[src/rtl/spi_frame_master.sv]
// SPI mode-0 initiator: one {addr,data} frame per request, MSB first, POCI captured on SCLK rises.
// Accept-to-CS-low is 1 cycle; req_ready stays low (requests ignored) until frame plus deselect gap finish.
module spi_frame_master #(
  parameter int CLK_DIV = 4,
  parameter int ADDR_W  = 4,
  parameter int DATA_W  = 12,
  parameter int GAP_HP  = 2
) (
  input  logic                     clk,
  input  logic                     rst_n,
  input  logic                     req_valid,
  input  logic [ADDR_W-1:0]        req_addr,
  input  logic [DATA_W-1:0]        req_data,
  output logic                     req_ready,
  output logic [ADDR_W+DATA_W-1:0] rx_frame,
  output logic                     done,
  output logic                     sclk,
  output logic                     cs,
  output logic                     pico,
  input  logic                     poci
);

  localparam int N       = ADDR_W + DATA_W;
  localparam int GAP_CYC = GAP_HP * CLK_DIV;
  localparam int CNT_W   = $clog2(GAP_CYC + 1);
  localparam int BIT_W   = $clog2(N);
  localparam logic [CNT_W-1:0] HP_LAST  = CNT_W'(CLK_DIV - 1);
  localparam logic [CNT_W-1:0] GAP_LAST = CNT_W'(GAP_CYC - 1);
  localparam logic [BIT_W-1:0] BIT_LAST = BIT_W'(N - 1);

  typedef enum logic [2:0] {IDLE, SETUP, SHIFT, HOLD, GAP} state_t;

  state_t           state, state_nxt;
  logic [CNT_W-1:0] cnt, cnt_nxt;
  logic [BIT_W-1:0] bit_cnt, bit_cnt_nxt;
  // Holds only the bits still to be sent; the current bit already sits in pico.
  logic [N-2:0]     tx_sh, tx_nxt;
  logic [N-1:0]     rx_sh, rx_nxt;
  logic [N-1:0]     rx_frame_nxt;
  logic [N-1:0]     req_frame;
  logic             req_ready_nxt, done_nxt, sclk_nxt, cs_nxt, pico_nxt;
  logic             hp_end;

  assign req_frame = {req_addr, req_data};
  assign hp_end    = (cnt == HP_LAST);

  always_ff @(posedge clk) begin
    if (!rst_n) begin
      state     <= IDLE;
      cnt       <= '0;
      bit_cnt   <= '0;
      tx_sh     <= '0;
      rx_sh     <= '0;
      rx_frame  <= '0;
      req_ready <= 1'b0;
      done      <= 1'b0;
      sclk      <= 1'b0;
      cs        <= 1'b1;
      pico      <= 1'b0;
    end else begin
      state     <= state_nxt;
      cnt       <= cnt_nxt;
      bit_cnt   <= bit_cnt_nxt;
      tx_sh     <= tx_nxt;
      rx_sh     <= rx_nxt;
      rx_frame  <= rx_frame_nxt;
      req_ready <= req_ready_nxt;
      done      <= done_nxt;
      sclk      <= sclk_nxt;
      cs        <= cs_nxt;
      pico      <= pico_nxt;
    end
  end

  always_comb begin
    state_nxt     = state;
    cnt_nxt       = cnt + CNT_W'(1);
    bit_cnt_nxt   = bit_cnt;
    tx_nxt        = tx_sh;
    rx_nxt        = rx_sh;
    rx_frame_nxt  = rx_frame;
    req_ready_nxt = 1'b0;
    done_nxt      = 1'b0;
    sclk_nxt      = sclk;
    cs_nxt        = cs;
    pico_nxt      = pico;

    case (state)
      IDLE: begin
        cnt_nxt       = '0;
        req_ready_nxt = 1'b1;
        cs_nxt        = 1'b1;
        sclk_nxt      = 1'b0;
        pico_nxt      = 1'b0;
        if (req_valid && req_ready) begin
          state_nxt     = SETUP;
          req_ready_nxt = 1'b0;
          cs_nxt        = 1'b0;
          tx_nxt        = req_frame[N-2:0];
          pico_nxt      = req_frame[N-1];
          bit_cnt_nxt   = '0;
          rx_nxt        = '0;
        end
      end
      SETUP: begin
        if (hp_end) begin
          state_nxt = SHIFT;
          cnt_nxt   = '0;
        end
      end
      SHIFT: begin
        if (hp_end) begin
          cnt_nxt = '0;
          if (!sclk) begin
            sclk_nxt = 1'b1;
            rx_nxt   = {rx_sh[N-2:0], poci};
          end else begin
            sclk_nxt = 1'b0;
            // Last bit: leave pico as-is through HOLD.
            if (bit_cnt == BIT_LAST) begin
              state_nxt = HOLD;
            end else begin
              bit_cnt_nxt = bit_cnt + BIT_W'(1);
              pico_nxt    = tx_sh[N-2];
              tx_nxt      = {tx_sh[N-3:0], 1'b0};
            end
          end
        end
      end
      HOLD: begin
        if (hp_end) begin
          state_nxt    = GAP;
          cnt_nxt      = '0;
          cs_nxt       = 1'b1;
          done_nxt     = 1'b1;
          rx_frame_nxt = rx_sh;
          pico_nxt     = 1'b0;
        end
      end
      GAP: begin
        if (cnt == GAP_LAST) begin
          state_nxt     = IDLE;
          cnt_nxt       = '0;
          req_ready_nxt = 1'b1;
        end
      end
      default: state_nxt = IDLE;
    endcase
  end

endmodule

[config.mk]
export PLATFORM = sky130hd
export DESIGN_NAME = spi_frame_master
export DESIGN_NICKNAME = d
export VERILOG_FILES = /design/src/rtl/spi_frame_master.sv
export SDC_FILE = /design/constraint.sdc
export NUM_CORES = 1
export LEC_CHECK = 0
export ABC_CLOCK_PERIOD_IN_PS = 1800
export CORE_ASPECT_RATIO = 0.7
export CORE_MARGIN = 2
export CORE_UTILIZATION = 48
export DETAILED_ROUTE_END_ITERATION = 8
export GPL_TIMING_DRIVEN = 1
export PLACE_DENSITY = 0.82
export SYNTH_ARGS = -nofsm -noshare
export SYNTH_HDL_FRONTEND = slang
export SYNTH_SLANG_ARGS = --single-unit
[constraint.sdc]
create_clock -name clk -period 1.8 [get_ports clk]
set_clock_uncertainty 0.05 [all_clocks]
set_input_delay 0.18 -clock clk [delete_from_list [all_inputs] [get_ports clk]]
set_output_delay 0.18 -clock clk [all_outputs]
set_load 0.03 [all_outputs]
==> results.toml <==
[sta]
tightest_slew_ps = 431.5
finalCritPeriodShare = 0.9610
timing_hold_violations_final = 0
timing.max_slew.rel_slack = 0.7120
setup_violations = 0
fmax_mhz = 578.1
maxSlewViolCount = 0
fin_tns_setup_ps = 0
period_needed_ps = 1730

[synthesis]
synth.yosys.seq_area_share = 0.4580
avgSynthCellArea_um2 = 9.595
dominant_combinational_cell_family_by_area_after_synthesis = "simple AND/OR/NAND/NOR gates"
post_synthesis_instance_area_um2 = 2754
yosys.area_share.xor_xnor = 0.009541
synthMuxAreaShare = 0.1318
yosys.area_share.simple = 0.1772
prevailing_post_synth_register_cell = "sky130_fd_sc_hd__dfxtp_1"
yosys_warnings = 0
synth.ff_latch_count = 63
synth_top_cell_area_share = 0.4580
top_cells_by_area_in_the_synthesized_netlist = "sky130_fd_sc_hd__dfxtp_1 46%, sky130_fd_sc_hd__mux2i_1 12%, sky130_fd_sc_hd__a211oi_2 4.5%"
async_flop_share = 0
synth_cell_type_count = 47
syn-num-nets = 309
synth_compound_area_frac = 0.1595
synth_enable_flop_cells = 0
syn_inst = 287
yosys.area_share.adder = 0.009087
netlist.top_cell.by_area = "sky130_fd_sc_hd__dfxtp_1"

[worst_hold_path]
hold_depth = 3
worst_hold_path_type = "input pin to flip-flop"

[cells_and_area]
multiInputGateArea_um2 = 1390
post-route-util = 0.6395
final.fill_count = 467
ff_latch_area_um2 = 1261
drive_above_1_share = 0.1844
flow.area_growth_from_synthesis_pct = 30.99
antenna_cells = 0
finish.net_count = 364

[critical_path]
reg2regPathDepth = 4
critPathTopFamily = "flip-flops"
path_depth = 4
worstSetupStartpointType = "flip-flop"
cp_cell_sequence = "inv_1, or3_1, mux2_2, a21oi_1"
critical_path_required_ps = 2030
buf_inv_stages_crit_path = 1
timing.setup.critical_path_class = "flip-flop to flip-flop"
worst_path_max_delay_cell = "sky130_fd_sc_hd__dfxtp_1"
critPathMaxFanout = 12
critical_path.endpoint_type = "flip-flop"
slowest_delay_ps = 570
arrival_ps = 1960

[route]
drc = 0
postRouteAntennaNets = 0
routedWlPerCell_um = 14.85
via_per_inst = 5.417
route.vias.total = 2286
first_pass_iters = 4
detail_route.iter0.violations = 123
wl_mm = 6.267

[pwr]
leakagePower_nw = 1.392
power.ir.vdd_worst_v = 0.0005751
power_per_cell_area_nw_per_um2 = 864.9

[placement]
globalplace.congestion = 0.8855
numPortBuffers = 40
hpwl_mm = 4.166

[cts]
cts_buffers = 9
cts.sink_count = 63
clock_insertion_delay_worst_skew_ps = 350
cts.htree.levels = 3
clk_pin_slew_worst_setup_hold_paths_ps = 70
cts.hold.buffers_added = 0
cts_tree = "built"
clock_path_buffers = 2
clock_root_buffer_master = "sky130_fd_sc_hd__clkbuf_8"

[global_route]
grt_pass1_wl_mm = 9.825
antenna_found_initial = 0
grt_util_all_layers = 0.2047
vias_in_the_first_global_route = 2081
grt_remaining_overflow = 0
grt_start_max_net_pins = 21

[floorplanning]
fp.coreArea_um2 = 5640
fp.dieH_um = 67.37
std_cell_rows = 23
horizontal_die_dimension_um = 94.53
die_area_um2 = 6368
start_util = 0.4882
top_level_ports = 41

[flow_run]
max-cap-violations = 0

[run_status]
run_status = "finished, final reports clean"
## routing by layer
metal | up-vias | track usage | wire (um) | share of wire
met4 | 0 | 0.06703 | 78 | 0.012
met2 | 64 | 0.3027 | 2778 | 0.44
li1 | 1140 | - | - | -
met1 | 1074 | 0.2701 | 3065 | 0.49
met5 | - | 0 | 0 | 0
met3 | 8 | 0.08929 | 344 | 0.055
## layout make-up
| type | count | share of cell area |
|---|---|---|
| multi-input cells | 199 | 0.3854 |
| flip-flops and latches | 63 | 0.3496 |
| repair buffers | 65 | 0.1707 |
| clock buffers | 11 | 0.04197 |
| well taps | 75 | 0.02601 |
| clock inverters | 5 | 0.02220 |
| inverters | 4 | 0.004162 |
## worst min-delay path, cell delays in order
cell and delay (ps):
sky130_fd_sc_hd__clkdlybuf4s50_1 410, sky130_fd_sc_hd__nand3_1 70, sky130_fd_sc_hd__a21oi_1 50
## kinds of logic (layout without fill, tap and decap cells)
logic type	after synthesis	count (layout)
muxes	36	36
xor gates and xnor gates	3	3
AOI/OAI and AO/OA	61	62
and+or+nand+nor	96	96
DFF	63	63
adders and majority gates	2	2
buffers and inverters	26	85
## stage by stage
stage / area (um^2) / hold WS, ps / instances / power (mW) / setup slack (ps)
2_1_floorplan: 2754 / 277.5 / 287 / 1.638 / 7.932
3_3_place_gp: 3309 / 376.5 / 403 / 1.728 / 79.48
3_5_place_dp: 3309 / 394.9 / 403 / 1.735 / 14.42
4_1_cts: 3550 / 348.3 / 419 / 3.129 / 2.950
5_1_grt: 3607 / 359.3 / 422 / 3.238 / -19.01
6_report: 3607 / 360.3 / 422 / 3.120 / 70.12
## synth_stat cells (2+ instances only)
library cell               instances
sky130_fd_sc_hd__nor3_1            2
sky130_fd_sc_hd__dfxtp_1          63
sky130_fd_sc_hd__o21ai_1           2
sky130_fd_sc_hd__ha_1              2
sky130_fd_sc_hd__o31ai_1           3
sky130_fd_sc_hd__nand4_1           4
sky130_fd_sc_hd__a211oi_1          4
sky130_fd_sc_hd__o22ai_1           2
sky130_fd_sc_hd__nand3_1          13
sky130_fd_sc_hd__xnor2_1           2
sky130_fd_sc_hd__inv_1             4
sky130_fd_sc_hd__buf_6             2
sky130_fd_sc_hd__buf_2             7
sky130_fd_sc_hd__a211oi_2         10
sky130_fd_sc_hd__nand2_1          28
sky130_fd_sc_hd__nor2_1           27
sky130_fd_sc_hd__buf_4             4
sky130_fd_sc_hd__nand3b_1          2
sky130_fd_sc_hd__a21oi_1          20
sky130_fd_sc_hd__o21ai_0          12
sky130_fd_sc_hd__mux2i_1          34
sky130_fd_sc_hd__clkbuf_1          5
sky130_fd_sc_hd__buf_1             2
sky130_fd_sc_hd__or3_1            10
## cell usage in the layout, fill, tap and decap left out, types with 2 or more instances in the layout
master,Yosys,final
sky130_fd_sc_hd__nor3_1,2,2
sky130_fd_sc_hd__or3_1,10,10
sky130_fd_sc_hd__dfxtp_1,63,63
sky130_fd_sc_hd__o31ai_1,3,3
sky130_fd_sc_hd__nand4_1,4,4
sky130_fd_sc_hd__buf_12,0,2
sky130_fd_sc_hd__a21oi_1,20,20
sky130_fd_sc_hd__a211oi_2,10,11
sky130_fd_sc_hd__buf_4,4,23
sky130_fd_sc_hd__mux2i_1,34,34
sky130_fd_sc_hd__nor2_1,27,26
sky130_fd_sc_hd__o21ai_1,2,3
sky130_fd_sc_hd__nand2_1,28,27
sky130_fd_sc_hd__nand3b_1,2,2
sky130_fd_sc_hd__clkinvlp_4,0,2
sky130_fd_sc_hd__a211oi_1,4,3
sky130_fd_sc_hd__nor3b_4,1,2
sky130_fd_sc_hd__clkbuf_8,0,11
sky130_fd_sc_hd__bufinv_16,0,2
sky130_fd_sc_hd__nand3_1,13,13
sky130_fd_sc_hd__inv_1,4,4
sky130_fd_sc_hd__xnor2_1,2,2
sky130_fd_sc_hd__clkdlybuf4s50_1,0,39
sky130_fd_sc_hd__o22ai_1,2,2
sky130_fd_sc_hd__o21ai_0,12,11
## final timing paths
path                  from         end  slack, ps
setup / recovery  state[1]  bit_cnt[3]         70
hold / removal        poci    rx_sh[0]        360
setup reg to reg  state[1]  bit_cnt[3]         70
hold reg to reg       pico        pico        400
## what timing repair did
action	in CTS	in global routing
endpoints found under the setup margin	2	22
resized for setup	1	8
pin swaps	0	1
buffers inserted	0	2
cloned	0	1
## power by group
| part | total (mW) | internal [mW] | switching [mW] | leakage, nW |
|---|---|---|---|---|
| Clock | 1.40 | 0.852 | 0.552 | 0.112 |
| Combinational | 0.269 | 0.125 | 0.143 | 0.770 |
| Sequential | 1.45 | 1.43 | 0.0210 | 0.510 |
## sequential cells by signal, indices dropped and copies added (netlist names)
signal     count
rx_frame      16
rx_sh         16
tx_sh         15
bit_cnt        4
cnt            4
state          3
cs             1
done           1
pico           1
req_ready      1
sclk           1
Power figures use the tool's default switching activity.
